$ cat src/rtl/bram_port_arbiter.sv
// bram_port_arbiter: shares one single-port BRAM between a write requester
// and a read requester, tracks the one-cycle read latency and buffers read
// data in a 2-entry response FIFO. Out-of-range requests are accepted but
// not issued, and they raise a sticky addr_err.
// Build option: define BRAM_ARB_FIXED_PRIO_EN to make writes always win on
// conflict. When it is undefined (the default), arbitration is round-robin.
module bram_port_arbiter #(
   parameter int unsigned ADDR_WIDTH = 6,
   parameter int unsigned DATA_WIDTH = 8,
   parameter int unsigned DEPTH      = 48
) (
   input  logic                  clk,
   input  logic                  rst_n,
   input  logic                  wr_valid,
   output logic                  wr_ready,
   input  logic [ADDR_WIDTH-1:0] wr_addr,
   input  logic [DATA_WIDTH-1:0] wr_data,
   input  logic                  rd_valid,
   output logic                  rd_ready,
   input  logic [ADDR_WIDTH-1:0] rd_addr,
   output logic                  rsp_valid,
   input  logic                  rsp_ready,
   output logic [DATA_WIDTH-1:0] rsp_data,
   output logic                  bram_ce,
   output logic                  bram_we,
   output logic [ADDR_WIDTH-1:0] bram_addr,
   output logic [DATA_WIDTH-1:0] bram_wdata,
   input  logic [DATA_WIDTH-1:0] bram_rdata,
   output logic                  addr_err
);

   localparam logic [ADDR_WIDTH:0] DEPTH_LIM = (ADDR_WIDTH+1)'(DEPTH);

   logic [1:0]            count_q, count_d;
   logic                  rd_ptr_q, rd_ptr_d;
   logic                  wr_ptr_q, wr_ptr_d;
   logic [DATA_WIDTH-1:0] mem_q [2];
   logic [DATA_WIDTH-1:0] mem_d [2];
   logic                  inflight_q, inflight_d;
   logic                  inflight_oor_q, inflight_oor_d;
   logic                  addr_err_q, addr_err_d;

   logic wr_oor, rd_oor, credit_ok, wr_elig, rd_elig;
   logic grant_wr, grant_rd, push, pop;
   logic [DATA_WIDTH-1:0] push_data;

   assign wr_oor = ({1'b0, wr_addr} >= DEPTH_LIM);
   assign rd_oor = ({1'b0, rd_addr} >= DEPTH_LIM);

   assign rsp_valid = (count_q != 2'd0);
   assign rsp_data  = mem_q[rd_ptr_q];
   assign addr_err  = addr_err_q;
   assign pop       = rsp_valid && rsp_ready;
   assign push      = inflight_q;
   assign push_data = inflight_oor_q ? DATA_WIDTH'(0) : bram_rdata;

   // Read credit: buffered + in flight - leaving this cycle must stay below 2.
   assign credit_ok = (3'(count_q) + 3'(inflight_q)) < (3'd2 + 3'(pop));
   assign wr_elig   = rst_n && wr_valid;
   assign rd_elig   = rst_n && rd_valid && credit_ok;

`ifdef BRAM_ARB_FIXED_PRIO_EN
   // Fixed priority: write always wins a conflict.
   always_comb begin
      grant_wr = wr_elig;
      grant_rd = rd_elig && !wr_elig;
   end
`else
   logic last_rd_q, last_rd_d;

   // Round-robin: on conflict the requester not granted most recently wins.
   always_comb begin
      grant_wr  = wr_elig && (!rd_elig || last_rd_q);
      grant_rd  = rd_elig && (!wr_elig || !last_rd_q);
      last_rd_d = last_rd_q;
      if (grant_wr || grant_rd) begin
         last_rd_d = grant_rd;
      end
   end

   // Last-grant register; reset to read so the first tie goes to the write.
   always_ff @(posedge clk or negedge rst_n) begin
      if (!rst_n) begin
         last_rd_q <= 1'b1;
      end else begin
         last_rd_q <= last_rd_d;
      end
   end
`endif

   assign wr_ready = grant_wr;
   assign rd_ready = grant_rd;

   // BRAM port drive; out-of-range grants are accepted but not issued.
   always_comb begin
      bram_ce    = 1'b0;
      bram_we    = 1'b0;
      bram_addr  = '0;
      bram_wdata = '0;
      if (grant_wr && !wr_oor) begin
         bram_ce    = 1'b1;
         bram_we    = 1'b1;
         bram_addr  = wr_addr;
         bram_wdata = wr_data;
      end else if (grant_rd && !rd_oor) begin
         bram_ce    = 1'b1;
         bram_addr  = rd_addr;
      end
   end

   // Next state for the in-flight tracker, response FIFO and error flag.
   always_comb begin
      inflight_d     = grant_rd;
      inflight_oor_d = grant_rd && rd_oor;
      addr_err_d     = addr_err_q || (grant_wr && wr_oor) || (grant_rd && rd_oor);
      mem_d          = mem_q;
      wr_ptr_d       = wr_ptr_q;
      rd_ptr_d       = rd_ptr_q;
      count_d        = count_q + 2'(push) - 2'(pop);
      if (push) begin
         mem_d[wr_ptr_q] = push_data;
         wr_ptr_d        = !wr_ptr_q;
      end
      if (pop) begin
         rd_ptr_d = !rd_ptr_q;
      end
   end

   // State registers; reset discards buffered and in-flight reads.
   always_ff @(posedge clk or negedge rst_n) begin
      if (!rst_n) begin
         count_q        <= 2'd0;
         rd_ptr_q       <= 1'b0;
         wr_ptr_q       <= 1'b0;
         mem_q[0]       <= '0;
         mem_q[1]       <= '0;
         inflight_q     <= 1'b0;
         inflight_oor_q <= 1'b0;
         addr_err_q     <= 1'b0;
      end else begin
         count_q        <= count_d;
         rd_ptr_q       <= rd_ptr_d;
         wr_ptr_q       <= wr_ptr_d;
         mem_q[0]       <= mem_d[0];
         mem_q[1]       <= mem_d[1];
         inflight_q     <= inflight_d;
         inflight_oor_q <= inflight_oor_d;
         addr_err_q     <= addr_err_d;
      end
   end

endmodule

$ cat config.mk
export PLATFORM = sky130hd
export DESIGN_NAME = bram_port_arbiter
export DESIGN_NICKNAME = d
export VERILOG_FILES = /design/src/rtl/bram_port_arbiter.sv
export SDC_FILE = /design/constraint.sdc
export NUM_CORES = 1
export LEC_CHECK = 0
export BUFFER_PORTS_ARGS = -buffer_cell sky130_fd_sc_hd__buf_4
export CORE_MARGIN = 2
export CORE_UTILIZATION = 39
export CTS_BUF_LIST = sky130_fd_sc_hd__clkbuf_16
export CTS_CLUSTER_SIZE = 28
export DETAILED_ROUTE_END_ITERATION = 10
export MAX_ROUTING_LAYER = met4
export PLACE_DENSITY = 0.8
export SYNTH_ARGS = -nofsm -noshare
export SYNTH_HDL_FRONTEND = slang
export SYNTH_SLANG_ARGS = --single-unit
$ cat constraint.sdc
create_clock -name clk -period 1.52 [get_ports clk]
set_input_delay 0.228 -clock clk [delete_from_list [all_inputs] [get_ports clk]]
set_output_delay 0.228 -clock clk [all_outputs]
set_load 0.02 [all_outputs]
After elaboration in Yosys (flattened, before gate mapping):

Cells that the tools add are included.

* shift-type cells: 0
* order comparisons: 6
* add/subtract/negate cells: 4
* reduce and logical (&&, ||, !) cells: 24
* multipliers: 0
* div/mod/pow operators: 0
* mux-type cells: 13
* bitwise gates (word level): 2
* equal/unequal tests: 0

Operators by type and width (number)
* two-way mux 8 bit: 6
* bitwise mux 16 bit: 1
* greater-or-equal comparator 6 bit, second input constant: 2
* two-way mux 6 bit: 2
* logical AND 1 bit: 11
* demux 8 bit (select 1 bit): 1
* zero test 1 bit: 7
* logical OR 1 bit: 5
* greater-or-equal comparator 2 bit, second input constant: 2
* inverter 1 -> 2 bit: 2
* adder 2 x 1 -> 3 bit: 1
* adder 2 x 1 -> 3 bit, first input constant: 1
* less-than comparator 3 bit: 1
* two-way mux 1 bit: 3
* adder 2 x 1 -> 2 bit: 1
* less-than comparator 2 x 1 -> 1 bit, second input constant: 1
* nonzero test 2 bit: 1
* subtractor 2 x 1 -> 2 bit: 1

* ROM bits: 0
* bits in latches: 0
* memories kept: 0
* word-level logic and storage cells: 58
* bits of input ports: 33
* output and inout bits: 28
* bits in writable memories: 0
* bits in registers: 24

Longest topological paths before layout:

* depth after elaboration: 11
* depth in mapped cells: 7
* mapped depth without buffers: 7

Worst setup path after synthesis:

OpenSTA, ideal clock, no wires.

* path type: reg2out
* from: register count_q[0]
* to: output bram_addr[5]
* path slack: -0.708 ns
* cell stages (with the launch flop): 7
* path buffers: 0
* data required time: 1.292 ns
* data arrival time: 2.000 ns
* cell sequence: dfrtp_1 > ha_1 > ha_1 > o21ai_4 > nand2_4 > clkinv_2 > o41ai_1

* elaborated cells on any way between the ends: 14
* classes of those cells: 2 x add/sub; 1 x order compare; 2 x mux; 9 x reduce/logical

RTL lines
* from (decl): line 34 `logic [1:0] count_q, count_d;`
* from (signal assigned): line 141 `count_q <= count_d;`
* nonzero test 2 bit: line 50 `assign rsp_valid = (count_q != 2'd0);`
* logical AND 1 bit: line 53 `assign pop = rsp_valid && rsp_ready;`
* adder 2 x 1 -> 3 bit: line 58 `assign credit_ok = (3'(count_q) + 3'(inflight_q)) < (3'd2 + 3'(pop));`
* less-than comparator 3 bit (*): line 58
* logical AND 1 bit (*): line 60 `assign rd_elig = rst_n && rd_valid && credit_ok;`
* logical AND 1 bit (*): line 74 `grant_rd = rd_elig && (!wr_elig || !last_rd_q);`
* named net rd_ready: line 19 `output logic rd_ready,`
* logical AND 1 bit (*): line 105 `end else if (grant_rd && !rd_oor) begin`
* two-way mux 6 bit (*): line 105
* two-way mux 6 bit (*): line 100 `if (grant_wr && !wr_oor) begin`
* to (decl): line 26 `output logic [ADDR_WIDTH-1:0] bram_addr,`

Mark *: on every way through the listed nets, which the timed path passes. The rest lies on a longest branch.

Worst setup path after layout:

* from: register count_q[0]
* to: output bram_wdata[1]

* cells in the longest elaborated chain, start to end: 10
* elaborated cells on any way between the ends: 11
* classes of those cells: 2 x add/sub; 1 x order compare; 1 x mux; 7 x reduce/logical

RTL lines
* nonzero test 2 bit: line 50
* logical AND 1 bit: line 53
* adder 2 x 1 -> 3 bit: line 58
* less-than comparator 3 bit (*): line 58
* logical AND 1 bit (*): line 60
* zero test 1 bit (*): line 73 `grant_wr = wr_elig && (!rd_elig || last_rd_q);`
* logical OR 1 bit (*): line 73
* logical AND 1 bit (*): line 73
* logical AND 1 bit (*): line 100
* two-way mux 8 bit (*): line 100
* to (decl): line 27 `output logic [DATA_WIDTH-1:0] bram_wdata,`

Every way passes the cells marked *; elsewhere a longest branch is shown, timed or not.

==> impl_metrics.env <==
export IMPL_cts_sinks=24
export IMPL_ff2ff_path_depth=12
export IMPL_crit_family="adder cells"
export IMPL_timing_critical_path_slowest_cell_delay_ns=0.39
export IMPL_worst_setup_path_type="flip-flop to output port"
export IMPL_drcViolationCount=0
export IMPL_synth_top_cell_by_area="sky130_fd_sc_hd__dfrtp_1"
export IMPL_first_global_vias=1312
export IMPL_setup_viol=22
export IMPL_postSynthAreaPerCell_sq_um=9.769
export IMPL_die_h_um=62.15
export IMPL_reg2reg_slack_ns=-0.46
export IMPL_die_area_sq_mm=0.003863
export IMPL_worst_setup_path_start_kind="flip-flop"
export IMPL_pin_count=61
export IMPL_core_area_sq_mm=0.003284
export IMPL_rows=21
export IMPL_cp_arrival_ns=1.82
export IMPL_min_period_over_period_pct=134.7
export IMPL_worst_slew_pin_transition_ns=0.4857
export IMPL_finalCriticalPeriod_ns=2.047
export IMPL_endpoint="bram_wdata[1]"
export IMPL_async_flop_share_pct=100.0
export IMPL_gp_congestion=0.7560
export IMPL_synth_top_cells_by_area="sky130_fd_sc_hd__dfrtp_1, sky130_fd_sc_hd__nand2_1, sky130_fd_sc_hd__mux2_2, sky130_fd_sc_hd__o21ai_0, sky130_fd_sc_hd__and2_1"
export IMPL_critical_path_cell_chain="ha_2 -> ha_4 -> o21ai_4 -> buf_4 -> a31oi_4 -> and2_4 -> buf_6"
export IMPL_cts_tree="built"
export IMPL_detailedPlace_worstSlack_ns=-0.2477
export IMPL_mappedNetlistArea_sq_mm=0.001319
export IMPL_postLayoutSetupSlackWorst_ns=-0.5269
export IMPL_initial_utilization_pct=40.15
export IMPL_layout_core_utilization_pct=70.74
export IMPL_antenna_cells=0
export IMPL_ys_warnings_count=0
export IMPL_r2r_start="count_q[0]$_DFF_PN0_"
export IMPL_routedWlPerCell_um=13.35
export IMPL_flow_area_growth_from_synthesis_pct=76.19
export IMPL_grt_pass1_wl_um=5913
export IMPL_port_buffers=60
export IMPL_clock_latency_reported_for_the_late_side_of_the_worst_skew_pair_ns=0.26
export IMPL_number_of_enable_flip_flop_cells_after_synthesis=0
export IMPL_chipWidth_um=62.15
export IMPL_run_status="finished, violations left"
export IMPL_hpwlAfterDp_um=2543
export IMPL_worstPathBufferInverterCount=2
export IMPL_p_per_area_mw_per_mm2=1733
export IMPL_globalRouteTotalUtil_pct=19.50
export IMPL_area_of_placed_instances_sq_mm=0.002019
export IMPL_regToRegEndpoint="count_q[1]$_DFF_PN0_"
export IMPL_critPathRequiredTime_ns=1.29
export IMPL_synth_seq_cells=24
export IMPL_worst_slew_margin_rel_pct=67.62
export IMPL_grt_max_degree=25
export IMPL_timing_hold_violations_final=0
export IMPL_drive_above_1_share_pct=56.95
export IMPL_final_max_slew_violation_count=0
export IMPL_layout_cells_most_common_list="sky130_fd_sc_hd__buf_4, sky130_fd_sc_hd__nand2_1, sky130_fd_sc_hd__dfrtp_1"
export IMPL_number_of_antenna_violations_at_the_first_check_in_global_routing=0
export IMPL_netlist_cell_type_count=29
export IMPL_fmax_ghz=0.4885
export IMPL_route_antenna_remaining_nets=0
export IMPL_setup_repair_after_global_routing_missed_its_margin="yes"
export IMPL_violations="setup timing"
export IMPL_holdCritPathClass="input pin to flip-flop"
export IMPL_synth_top_area_share_pct=43.64
export IMPL_most_common_cell_after_layout_fill_and_taps_aside="sky130_fd_sc_hd__buf_4"
export IMPL_postSynthNetCount=172
export IMPL_path_depth=7
export IMPL_power_ir_vdd_worst_v=0.0006426
export IMPL_overflow=0
export IMPL_htree_num_levels=1
export IMPL_power_leakage_nw=1.146
export IMPL_setup_worst_path_end_class="output port"
export IMPL_ys_dominant_reg_cell="sky130_fd_sc_hd__dfrtp_1"
export IMPL_max_clock_path_buffers=2
export IMPL_final_nets=261
export IMPL_design_power_total_mw=4.026
export IMPL_dr_first_iter_drc_count=32
export IMPL_timing_clock_skew_ns=0.002529
export IMPL_netlist_instances=135
export IMPL_num_vias=1290
export IMPL_hold_path_startpoint="bram_rdata[5]"
export IMPL_max_cap_viol_count=0
export IMPL_avgViaCountPerCell=4.796
export IMPL_worstPathMaxFanout=5
export IMPL_cts_buffers=3
export IMPL_layout_cell_area_non_filler_sq_mm=0.002323
export IMPL_synth_yosys_seq_area_share_pct=45.64
export IMPL_timing_critical_path_from="count_q[0]$_DFF_PN0_"
export IMPL_firstDrtPassIters=4
export IMPL_path_clk_slew_ns=0.06
export IMPL_max_stage_delay_cell_worst_path="sky130_fd_sc_hd__dfrtp_1"
export IMPL_clock_root_buffer="sky130_fd_sc_hd__clkbuf_16"
export IMPL_wl_um=3590
how the worst min path moves through the flow:
stage | slack [ns] | cells after the start | to
after floorplan | -0.07 | 0 | addr_err$_DFF_PN0_
after global placement | 0.25 | 2 | inflight_q$_DFF_PN0_
after detailed placement | 0.25 | 2 | inflight_q$_DFF_PN0_
after CTS | 0.26 | 3 | mem_q[13]$_DFFE_PN0P_
after global routing | 0.29 | 3 | mem_q[10]$_DFFE_PN0P_
final | 0.25 | 3 | mem_q[13]$_DFFE_PN0P_
worst min-delay path: cells and delay by family:
family,cells,cell delay [ns]
buffers and inverters,1,0.11
AO/OA/AOI/OAI,1,0.07
AND/OR/NAND/NOR,1,0.06
timing repair:
| action | CTS | global route |
|---|---|---|
| hold buffers | 1 | 0 |
| pin swaps | 5 | 6 |
| resized for setup | 19 | 11 |
| buffers inserted | 4 | 8 |
| gates cloned | 0 | 1 |
| endpoints found under the hold margin | 23 | 0 |
| endpoints found under the setup margin | 29 | 29 |
routing by layer:
layer  vias to the layer above  GRT usage (%)  share of wire, %
met5                         -              -                 0
met4                         0          7.500               1.6
met3                         7          2.717               5.1
met2                        59          33.70                50
met1                       585          23.16                43
li1                        639              -                 -
stage by stage:
step	hold WS, ns	TNS, ns	instances
2_1_floorplan	-0.06759	-3.574	135
3_3_place_gp	0.2513	-3.705	252
3_5_place_dp	0.2541	-4.111	252
4_1_cts	0.2588	-9.235	261
5_1_grt	0.2881	-10.73	269
6_report	0.2541	-9.634	269
cells by family after synthesis:
group,count (synthesis),share of synthesized area (%)
XOR/XNOR,4,2.657
adder cells (fa/ha/maj),4,3.795
AO/OA/AOI/OAI,26,14.04
flip-flops,24,45.64
multiplexers,12,9.868
buffers and inverters,8,2.371
AND/OR/NAND/NOR,57,21.63
synth_stat cells, types with 2 or more instances:
cell type and number:
sky130_fd_sc_hd__nand2_1 29, sky130_fd_sc_hd__dfrtp_1 23, sky130_fd_sc_hd__o21ai_0 17, sky130_fd_sc_hd__and2_1 10, sky130_fd_sc_hd__nand2b_1 9, sky130_fd_sc_hd__mux2_2 8
sky130_fd_sc_hd__ha_1 4, sky130_fd_sc_hd__inv_1 4, sky130_fd_sc_hd__mux2i_1 4, sky130_fd_sc_hd__clkbuf_1 3, sky130_fd_sc_hd__nor2_1 3, sky130_fd_sc_hd__xnor2_1 3
sky130_fd_sc_hd__nand4b_1 2
final cells by class:
class,instances,area [sq um]
Clock inverter,1,3.754
Tap cell,46,57.56
Sequential cell,24,604.3
Clock buffer,3,75.07
Multi-Input combinational cell,104,843.3
Timing Repair Buffer,86,705.7
Fill cell,238,960.9
Inverter,5,33.78
registers in the layout, indices dropped and copies added (netlist names):
name / cells
inflight_q: 1
inflight_oor_q: 1
last_rd_q: 1
rd_ptr_q: 1
mem_q: 16
count_q: 2
wr_ptr_q: 1
addr_err: 1
power breakdown:
group	leakage, nW	total, mW	switching, mW	internal, mW
clock	0.0385	0.563	0.212	0.351
combinational	0.821	2.33	1.11	1.22
sequential	0.286	1.13	0.185	0.949
total	1.15	4.03	1.51	2.52
No activity file was read; power rests on OpenSTA's default activity.
